$ cat config.mk
export PLATFORM = sky130hd
export DESIGN_NAME = alu_divmod_sequencer
export DESIGN_NICKNAME = d
export VERILOG_FILES = /design/src/rtl/alu_pkg.sv /design/src/rtl/alu_div_step.sv /design/src/rtl/alu_divmod_sequencer.sv
export SDC_FILE = /design/constraint.sdc
export NUM_CORES = 1
export LEC_CHECK = 0
export ABC_AREA = 1
export CAP_MARGIN = 20
export CORE_AREA = 2 2 135 137
export CTS_CLUSTER_SIZE = 8
export DETAILED_ROUTE_END_ITERATION = 12
export DIE_AREA = 0 0 137 139
export PLACE_DENSITY = 0.77
export SLEW_MARGIN = 20
export SYNTH_ARGS = -nofsm -noshare
export SYNTH_HDL_FRONTEND = slang
export SYNTH_SLANG_ARGS = --single-unit
export TNS_END_PERCENT = 20
$ cat constraint.sdc
create_clock -name clk -period 4.4 [get_ports clk]
set_clock_uncertainty 0.15 [all_clocks]
set_input_delay 0.88 -clock clk [delete_from_list [all_inputs] [get_ports clk]]
set_output_delay 0.88 -clock clk [all_outputs]
set_load 0.03 [all_outputs]
$ cat src/rtl/alu_pkg.sv
// Shared ALU encodings and the DIV/MOD sequencer state type.
// Used by alu_divmod_sequencer and the control unit's ALUControl decode.
package alu_pkg;

    localparam logic [2:0] ALU_DIV = 3'b100;
    localparam logic [2:0] ALU_MOD = 3'b101;

    typedef enum logic [1:0] {
        IDLE,
        CALC,
        FINISH
    } divmod_state_t;

    function automatic logic is_divmod(input logic [2:0] ctrl);
        return (ctrl == ALU_DIV) || (ctrl == ALU_MOD);
    endfunction

endpackage

$ cat src/rtl/alu_div_step.sv
// One restoring shift-subtract division step: shifts the next dividend bit into the
// partial remainder and subtracts the divisor when it fits.
module alu_div_step #(
    parameter int unsigned WIDTH = 32
) (
    input  logic [WIDTH-1:0] rem,
    input  logic [WIDTH-1:0] quo,
    input  logic [WIDTH-1:0] divisor,
    output logic [WIDTH-1:0] rem_next,
    output logic [WIDTH-1:0] quo_next
);

    logic [WIDTH:0]   partial;
    logic [WIDTH-1:0] diff;
    logic             fits;

    always_comb begin
        // Extra top bit keeps the compare exact when rem has its MSB set.
        partial = {rem, quo[WIDTH-1]};
        fits    = partial >= {1'b0, divisor};
        // When fits, the true difference is below divisor, so WIDTH bits suffice.
        diff    = partial[WIDTH-1:0] - divisor;
        if (fits) begin
            rem_next = diff;
            quo_next = {quo[WIDTH-2:0], 1'b1};
        end else begin
            rem_next = partial[WIDTH-1:0];
            quo_next = {quo[WIDTH-2:0], 1'b0};
        end
    end

endmodule

$ cat src/rtl/alu_divmod_sequencer.sv
// Multi-cycle DIV/MOD sequencer: one quotient bit per cycle, stalls the pipe meanwhile.
// Define DIVMOD_SIGNED_EN for two's-complement operands; default build is unsigned.
module alu_divmod_sequencer
    import alu_pkg::*;
#(
    parameter int unsigned WIDTH = 32
) (
    input  logic             clk,
    input  logic             rst,
    input  logic             start,
    input  logic [2:0]       alu_control,
    input  logic [WIDTH-1:0] op_a,
    input  logic [WIDTH-1:0] op_b,
    output logic             stall,
    output logic             done,
    output logic [WIDTH-1:0] result,
    output logic             div_zero
);

    localparam int unsigned CNT_W = (WIDTH > 2) ? $clog2(WIDTH) : 1;

    divmod_state_t    state;
    logic [WIDTH-1:0] rem_q;
    logic [WIDTH-1:0] quo_q;
    logic [WIDTH-1:0] divisor_q;
    logic [CNT_W-1:0] count_q;
    logic             is_mod_q;

    logic             accept;
    logic [WIDTH-1:0] dividend_in;
    logic [WIDTH-1:0] divisor_in;
    logic [WIDTH-1:0] rem_step;
    logic [WIDTH-1:0] quo_step;
    logic [WIDTH-1:0] quo_final;
    logic [WIDTH-1:0] rem_final;

    always_comb begin
        accept = (state == IDLE) && start && is_divmod(alu_control);
        stall  = accept || (state == CALC);
    end

`ifdef DIVMOD_SIGNED_EN
    logic quo_neg_q;
    logic rem_neg_q;

    // The most-negative value maps onto itself, which is its correct unsigned magnitude.
    always_comb begin
        dividend_in = op_a[WIDTH-1] ? (~op_a + 1'b1) : op_a;
        divisor_in  = op_b[WIDTH-1] ? (~op_b + 1'b1) : op_b;
        quo_final   = quo_neg_q ? (~quo_step + 1'b1) : quo_step;
        rem_final   = rem_neg_q ? (~rem_step + 1'b1) : rem_step;
    end

    always_ff @(posedge clk or posedge rst) begin
        if (rst) begin
            quo_neg_q <= 1'b0;
            rem_neg_q <= 1'b0;
        end else if (accept) begin
            quo_neg_q <= op_a[WIDTH-1] ^ op_b[WIDTH-1];
            rem_neg_q <= op_a[WIDTH-1];
        end
    end
`else
    always_comb begin
        dividend_in = op_a;
        divisor_in  = op_b;
        quo_final   = quo_step;
        rem_final   = rem_step;
    end
`endif

    alu_div_step #(
        .WIDTH(WIDTH)
    ) u_step (
        .rem     (rem_q),
        .quo     (quo_q),
        .divisor (divisor_q),
        .rem_next(rem_step),
        .quo_next(quo_step)
    );

    always_ff @(posedge clk or posedge rst) begin
        if (rst) begin
            state     <= IDLE;
            rem_q     <= '0;
            quo_q     <= '0;
            divisor_q <= '0;
            count_q   <= '0;
            is_mod_q  <= 1'b0;
            done      <= 1'b0;
            result    <= '0;
            div_zero  <= 1'b0;
        end else begin
            done <= 1'b0;
            unique case (state)
                IDLE: begin
                    if (accept) begin
                        quo_q     <= dividend_in;
                        divisor_q <= divisor_in;
                        rem_q     <= '0;
                        count_q   <= CNT_W'(WIDTH - 1);
                        is_mod_q  <= (alu_control == ALU_MOD);
                        if (op_b == '0) begin
                            // Zero divisor skips CALC and bypasses sign correction.
                            state    <= FINISH;
                            done     <= 1'b1;
                            div_zero <= 1'b1;
                            result   <= (alu_control == ALU_MOD) ? op_a : '1;
                        end else begin
                            state <= CALC;
                        end
                    end
                end
                CALC: begin
                    rem_q <= rem_step;
                    quo_q <= quo_step;
                    if (count_q == '0) begin
                        state    <= FINISH;
                        done     <= 1'b1;
                        div_zero <= 1'b0;
                        result   <= is_mod_q ? rem_final : quo_final;
                    end else begin
                        count_q <= count_q - 1'b1;
                    end
                end
                FINISH: begin
                    state <= IDLE;
                end
                default: begin
                    state <= IDLE;
                end
            endcase
        end
    end

endmodule

# == Word-level counts from Yosys, hierarchy flattened ==
# Cells that the tools add are included.
# op_classes
mux,27
n_addsub,2
n_reduce_logical,13
eq_ne,7
order_cmp,1
# op_table
cell,n
32-bit 2-to-1 mux,8
32-bit case mux with 2 select lines,3
33-bit by 32-bit >= comparator with 1-bit output,1
32-bit logical NOT,1
32-bit subtractor,1
5-bit 2-to-1 mux,2
5-bit case mux with 2 select lines,1
1-bit 2-to-1 mux,7
3-bit == test (second input constant),2
2-bit 2-to-1 mux,3
2-bit AND reduction,3
5-bit logical NOT,1
5-bit by 1-bit subtractor with 5-bit output (second input constant),1
2-bit by 1-bit != test with 1-bit output (second input constant),2
2-bit != test (second input constant),2
1-bit case mux with 2 select lines,2
2-bit case mux with 2 select lines,1
4-bit AND reduction,1
3-bit AND reduction,1
2-bit by 1-bit == test with 1-bit output (second input constant),1
1-bit logical AND,2
2-bit logical NOT,1
1-bit logical OR,2
2-bit nonzero test,1
# word_totals
regBits,138
inputBits,70

# == Logic depth before layout (Yosys ltp) ==
# Gate-level depths: netlist (run 1).
# depth
depth_word,5
ltp_mapped,19
ltp_nobuf,18

# == Hierarchy ==
# Synthesis (run 1) repeated with hierarchy kept, for this count alone.
# hier_totals
hier_cells,1464
area_unflattened_um2,9795.6
# modules_own_cells
module,area_each_um2,seq_area_each_um2,instances,cells_per_inst
alu_divmod_sequencer,6394.9,3453.3,1,785
alu_div_step,3400.8,0.0,1,679

# == Worst setup path before layout (run 1) ==
# Ideal clock, no wire load.
# synth_timing
kind,input to output
from,in alu_control[1]
to,out stall
stages,7
slack_ps,1473
arrival_ps,1897
required_ps,3370
path_buffers,2
cell_sequence,inv_1 nand4_2 inv_1 nor2_1 inv_1 buf_2 buf_2
# synth_between
elab_chain_len,4
word_cells_on_any_way,5
cone_classes,eq/ne: 2; reduce/logical: 3
# synth_lines
item,line,rtl
from (decl),alu_divmod_sequencer.sv:11,"input logic [2:0] alu_control,"
3-bit == test,alu_pkg.sv:15,return (ctrl == ALU_DIV) || (ctrl == ALU_MOD);
1-bit logical OR (*),alu_pkg.sv:15,
1-bit logical AND (*),alu_divmod_sequencer.sv:38,accept = (state == IDLE) && start && is_divmod(alu_control);
1-bit logical OR (*),alu_divmod_sequencer.sv:39,stall = accept || (state == CALC);
to (decl),alu_divmod_sequencer.sv:14,"output logic stall,"
# Mark *: on every way between the ends. The rest lies on a longest branch, timed or not.

# == Worst setup path after layout (run 1) ==
# layout_timing
from,in op_b[0]
to,reg result[19]
# layout_between
elab_chain_len,3
# layout_lines
item,line,rtl
from (decl),alu_divmod_sequencer.sv:13,"input logic [WIDTH-1:0] op_b,"
32-bit logical NOT,alu_divmod_sequencer.sv:103,if (op_b == '0) begin
2-bit by 1-bit != test with 1-bit output (no line),n/a,
4-bit AND reduction (no line),n/a,
to (signal assigned),alu_divmod_sequencer.sv:108,result <= (alu_control == ALU_MOD) ? op_a : '1;
to (signal assigned),alu_divmod_sequencer.sv:121,result <= is_mod_q ? rem_final : quo_final;
to (decl),alu_divmod_sequencer.sv:16,"output logic [WIDTH-1:0] result,"
# No other way between the ends.
# A chain may end at the register's enable or synchronous reset.

==> impl_metrics.csv, run 1 <==
group,metric,value,unit
cells_and_area,most-common-layout-cells,"nand2_1 (396), inv_1 (162), dfrtp_1 (138)",
cts,cts_root_buf,"clkbuf_16",
synth,synth.distinct_cells,44,
cells_and_area,mostFrequentLayoutCell,"nand2_1",
synth,syn_area,8960,um^2
sta,finalSetupTns,0,ns
synth,synth_area_leaders,"dfrtp_1 (39%), nand2_1 (17%), o21ai_0 (7.3%)",
placement,placed_area,10100,um^2
sta,rsz0062_at_grt,"false",
cts,cts_buffer_depth,2,
grt,grt_pass1_vias,8329,
cts,cts_setup_buffers,0,
die,core-area,17700,um^2
synth,synth_flop_cell,"dfrtp_1",
drt,ant_nets,0,
grt,grt_use_total,27.7,%
cells_and_area,num_antenna_cells,0,
cts,cts_resized,0,
critical_path,crit_arrival,3.68,ns
cts,hold_buffers,0,
placement,gp_congestion,0.930,
power_and_ir_drop,irDropWorstVdd,0.000478,V
sta,post-route-min-period,3.50,ns
cells_and_area,final_nets,1465,
critical_path,path_delay_family,"simple AND/OR/NAND/NOR gates",
cts,numCtsBuffers,17,
placement,dp_hpwl,18700,um
cts,cts_tree,"done",
critical_path,start_kind,"input pin",
die,die_w,137,um
critical_path,endpoint_kind,"flop",
drt,wl_per_cell,15.9,um
die,ios,105,
cts,clock_sinks,138,
critical_path,path_cells,"clkdlybuf4s50_1, nor4_1, nand4_1, nor3_4, buf_4, nand2_1, buf_4, nand3_1, o21ai_0, inv_1, nand2_1",
grt,grt_start_max_net_pins,79,
sta,final-setup-viol-count,0,
grt,grt_first_pass_wirelength,41400,um
cells_and_area,fillers,1613,
sta,period_share,79.6,%
synth,synth_top_cell_by_area,"dfrtp_1",
cts,ctsHtreeMaxLevel,4,
cells_and_area,drive_gt1_share,5.46,%
outcome,outcome,"finished, final reports clean",
synth,async_flop_share,100,%
sta,hold_violations,0,
synth,syn_area_per_cell,7.00,um^2
sta,fin_hold_ws,0.347,ns
cells_and_area,areaGrowthSynthToFinish,20.4,%
placement,portBuffers,104,
cells_and_area,fin_util,61.1,%
cts,clk_pin_slew_worst_paths,0.07,ns
run,cap_viol_max_count,0,
sta,slew_viol_final,0,
die,die-area,19000,um^2
grt,grt-ovfl-total,0,
drt,wl,25500,um
cts,insertion_delay,0.43,ns
die,initial_utilization,50.8,%
sta,fmax,0.285,GHz
synth,synthCells,1280,
critical_path,path_class,"in -> reg",
synth,yosys_warnings,0,
synth,yosysSeqAreaShare,38.5,%
synth,syn-num-nets,1384,
critical_path,cpMaxStageDelayCell,"nor4_1",
critical_path,path_max_fanout,53,
die,die_h,139,um
synth,synth_seq_cells,138,
sta,relSlewSlack,27.8,%
sta,worst_pin_slew,1.08,ns
die,row_count,49,
drt,drc,0,
power_and_ir_drop,leakage,5.23,nW
drt,initialDrtViolationCount,680,
cells_and_area,multiInputGateArea,4600,um^2
synth,synth_top_area_share,38.5,%
grt,antenna_found_initial,0,
critical_path,cp_num_buf_inv,4,
power_and_ir_drop,power.density,802,nW/um^2
hold_path,hp-class,"reg -> reg",
critical_path,cpPeakStageDelay,0.58,ns
cells_and_area,stdcell_area,10800,um^2
drt,via_count,8725,
cells_and_area,seq_area,3450,um^2
drt,via_per_inst,5.44,
synth,synth-edff-count,0,
critical_path,required,4.57,ns
drt,drtPass1Iterations,5,
[where the power goes]
group          internal [mW]  switching [mW]
sequential              1.76           0.271
clock                  0.986           0.592
combinational           1.69            3.36
[logic make-up after synthesis]
family,Yosys count,share of synthesized area [%]
AOI/OAI and AO/OA,263,16.5
xor gates and xnor gates,17,1.66
adders and majority gates,34,4.83
buffers and inverters,224,10.1
DFF,138,38.5
and+or+nand+nor,604,28.4
[cell usage after synthesis, types with 8 or more instances]
cell	count
a21oi_1	67
buf_1	8
buf_2	10
clkbuf_1	31
dfrtp_1	138
ha_1	33
inv_1	165
nand2_1	396
nand3_1	89
nor2_1	76
nor4_1	8
o211ai_1	44
o21ai_0	130
xnor2_1	12
[stage by stage]
| step | std cells | power, mW | setup WS (ns) |
|---|---|---|---|
| floorplan | 1280 | 5.82 | 1.47 |
| finish | 1603 | 8.66 | 0.896 |
| detailed placement | 1571 | 7.02 | 0.451 |
| global placement | 1571 | 6.91 | 0.484 |
| global route | 1603 | 9.44 | 0.698 |
| CTS | 1603 | 8.64 | 0.882 |
[final timing paths]
path,start,endpoint,slack [ns],depth (start not counted)
max,op_b[0],result[19]$_DFFE_PP0P_,0.90,11
min,divisor_q[0]$_DFFE_PP0P_,divisor_q[0]$_DFFE_PP0P_,0.35,2
max reg2reg,rem_q[21]$_DFFE_PP0P_,result[14]$_DFFE_PP0P_,1.07,14
min reg2reg,divisor_q[0]$_DFFE_PP0P_,divisor_q[0]$_DFFE_PP0P_,0.35,2
max in group asynchronous,rst,divisor_q[16]$_DFFE_PP0P_,2.53,3
min in group asynchronous,rst,quo_q[8]$_DFFE_PP0P_,0.84,2
[per-layer routing]
metal	vias up	GRT usage, %	part of all wire [%]
met2	264	45.8	49
met3	54	4.64	4.8
li1	4315	-	-
met1	4092	36.8	44
met4	0	8.68	2.5
met5	-	0	0
[worst register-to-register path, stage by stage (launching register included)]
cell     delay [ns]
dfrtp_1        0.45
ha_1           0.42
nand2_1        0.13
nor2_1         0.23
nand2_1        0.11
nor2_2         0.13
nand2_1        0.10
nor2_2         0.11
nor2_2         0.07
nand2_4        0.40
inv_2          0.30
o21ai_0        0.34
nand2_1        0.11
nand2_1        0.09
nand2_1        0.06
[flip-flops by register name, summed over array words and instances, names as in the netlist]
name	flops
count_q	5
div_zero	1
divisor_q	32
done	1
is_mod_q	1
quo_q	32
rem_q	32
result	32
state	2
[cell type report]
type | count | area share (%)
Timing Repair Buffer | 118 | 10.9
Clock inverter | 12 | 1.73
Inverter | 168 | 5.88
Clock buffer | 20 | 4.23
Sequential cell | 138 | 32.0
Multi-Input combinational cell | 918 | 42.7
Tap cell | 229 | 2.65
(Power assumes the default switching activity.)
==> run 2: changes to the inputs <==
--- a/config.mk
+++ b/config.mk
@@ -7,11 +7,11 @@
 export LEC_CHECK = 0
 export ABC_AREA = 1
 export CAP_MARGIN = 20
-export CORE_AREA = 2 2 135 137
+export CORE_AREA = 2 2 129 131
 export CTS_CLUSTER_SIZE = 8
 export DETAILED_ROUTE_END_ITERATION = 12
-export DIE_AREA = 0 0 137 139
-export PLACE_DENSITY = 0.77
+export DIE_AREA = 0 0 131 133
+export PLACE_DENSITY = 0.8
 export SLEW_MARGIN = 20
 export SYNTH_ARGS = -nofsm -noshare
 export SYNTH_HDL_FRONTEND = slang
==> constraint.sdc (replaced) <==
create_clock -name clk -period 3.4 [get_ports clk]
set_clock_uncertainty 0.15 [all_clocks]
set_input_delay 0.68 -clock clk [delete_from_list [all_inputs] [get_ports clk]]
set_output_delay 0.68 -clock clk [all_outputs]
set_load 0.03 [all_outputs]
==> run 2 against run 1 <==
Sequential power grew 30%; sequential share of layout area fell by 0.24 points; largest cell class unchanged; highest routed layer unchanged; non-clock buffer count up 12; worst setup slack worse by 0.56 ns; hold slack gained 0.027 ns; register-to-register slack got worse by 0.45 ns; die area shrank 8.5%; via count grew 1.5%; design area is 0.74% higher; final cell count grew 0.19%; wire length is 0.57% higher; first-iteration DRC count increased by 18%.
==> impl_metrics.csv, run 2 (synthesized netlist as in run 1, its figures left out) <==
group,metric,value,unit
drt,via_count,8860,
sta,post-route-min-period,3.06,ns
critical_path,endpoint_kind,"output port",
cts,clock_sinks,138,
cts,insertion_delay,0.42,ns
grt,grt-ovfl-total,0,
die,initial_utilization,55.4,%
die,die_w,131,um
die,core-area,16200,um^2
power_and_ir_drop,irDropWorstVdd,0.000639,V
cts,cts_resized,0,
cells_and_area,areaGrowthSynthToFinish,21.3,%
placement,portBuffers,104,
sta,finalSetupTns,0,ns
grt,grt_start_max_net_pins,77,
cells_and_area,mostFrequentLayoutCell,"nand2_1",
cts,cts_buffer_depth,2,
die,die_h,133,um
drt,drc,0,
drt,drtPass1Iterations,8,
grt,antenna_found_initial,0,
critical_path,path_max_fanout,2,
cts,cts_root_buf,"clkbuf_16",
sta,relSlewSlack,52.6,%
grt,grt_pass1_vias,8371,
cts,cts_setup_buffers,0,
cells_and_area,final_nets,1477,
sta,period_share,90.1,%
cells_and_area,drive_gt1_share,6.28,%
die,die-area,17400,um^2
critical_path,crit_arrival,2.23,ns
sta,worst_pin_slew,0.710,ns
critical_path,path_class,"in -> out",
critical_path,cpMaxStageDelayCell,"clkdlybuf4s50_1",
placement,gp_congestion,0.931,
sta,rsz0062_at_grt,"false",
drt,ant_nets,0,
sta,hold_violations,0,
cts,clk_pin_slew_worst_paths,0.06,ns
die,ios,105,
outcome,outcome,"finished, final reports clean",
cells_and_area,most-common-layout-cells,"nand2_1 (396), inv_1 (162), dfrtp_1 (138)",
cells_and_area,fillers,1407,
die,row_count,47,
sta,final-setup-viol-count,0,
cts,numCtsBuffers,17,
cts,ctsHtreeMaxLevel,4,
power_and_ir_drop,power.density,1040,nW/um^2
cts,cts_tree,"done",
run,cap_viol_max_count,0,
drt,wl_per_cell,15.9,um
sta,fmax,0.327,GHz
grt,grt_use_total,30.3,%
drt,wl,25600,um
drt,via_per_inst,5.52,
critical_path,path_cells,"clkdlybuf4s50_1, nand4_2, inv_2, nor2_2, inv_2, clkdlybuf4s50_1",
hold_path,hp-class,"reg -> reg",
placement,placed_area,10300,um^2
critical_path,cpPeakStageDelay,0.66,ns
drt,initialDrtViolationCount,799,
cells_and_area,num_antenna_cells,0,
grt,grt_first_pass_wirelength,41000,um
cts,hold_buffers,0,
sta,slew_viol_final,0,
critical_path,start_kind,"input pin",
critical_path,required,2.57,ns
power_and_ir_drop,leakage,5.29,nW
placement,dp_hpwl,18600,um
cells_and_area,stdcell_area,10900,um^2
[run 2: worst max-delay path: cells and delay by family]
family	cells	cell delay, ns
buf+inv	4	1.32
simple gates	2	0.22
[run 2: area by class of cell]
type / instances / area [um^2] / share of cell area (%)
Clock buffer: 20 / 457 / 4.20
Clock inverter: 12 / 163 / 1.50
Inverter: 168 / 634 / 5.83
Multi-Input combinational cell: 918 / 4600 / 42.3
Sequential cell: 138 / 3450 / 31.8
Tap cell: 220 / 275 / 2.53
Timing Repair Buffer: 130 / 1290 / 11.8
[run 2: worst paths after layout]
| path | start | end | slack, ns | depth (start not counted) |
|---|---|---|---|---|
| max | alu_control[2] | stall | 0.34 | 6 |
| min | rem_q[30]$_DFFE_PP0P_ | rem_q[30]$_DFFE_PP0P_ | 0.37 | 2 |
| max reg2reg | quo_q[31]$_DFFE_PP0P_ | result[14]$_DFFE_PP0P_ | 0.62 | 15 |
| min reg2reg | rem_q[30]$_DFFE_PP0P_ | rem_q[30]$_DFFE_PP0P_ | 0.37 | 2 |
| max in group asynchronous | rst | result[15]$_DFFE_PP0P_ | 1.90 | 3 |
| min in group asynchronous | rst | divisor_q[1]$_DFFE_PP0P_ | 0.56 | 2 |
[run 2: through the flow]
step	utilization, %	cells	setup slack, ns	total power [mW]	hold slack (ns)
after floorplan	-	1280	0.849	7.53	0.303
after global placement	63.4	1574	0.0470	9.08	0.315
after detailed placement	63.4	1574	0.0851	9.22	0.350
after CTS	67.2	1606	0.330	11.2	0.371
after global routing	67.2	1606	0.274	12.3	0.404
final	67.2	1606	0.338	11.3	0.374
[run 2: layer usage]
layer / GRT usage, % / share of wire (%) / vias up
met1: 40.0 / 43 / 4147
met4: 10.9 / 2.9 / 0
met2: 50.1 / 49 / 328
met5: 0 / 0 / -
met3: 4.61 / 5.4 / 53
li1: - / - / 4332
[run 2: where the power goes]
group	internal, mW	leakage [nW]	switching (mW)
registers	2.27	1.60	0.371
clock network	1.20	0.297	0.755
logic	2.28	3.40	4.42
total	5.76	5.29	5.55
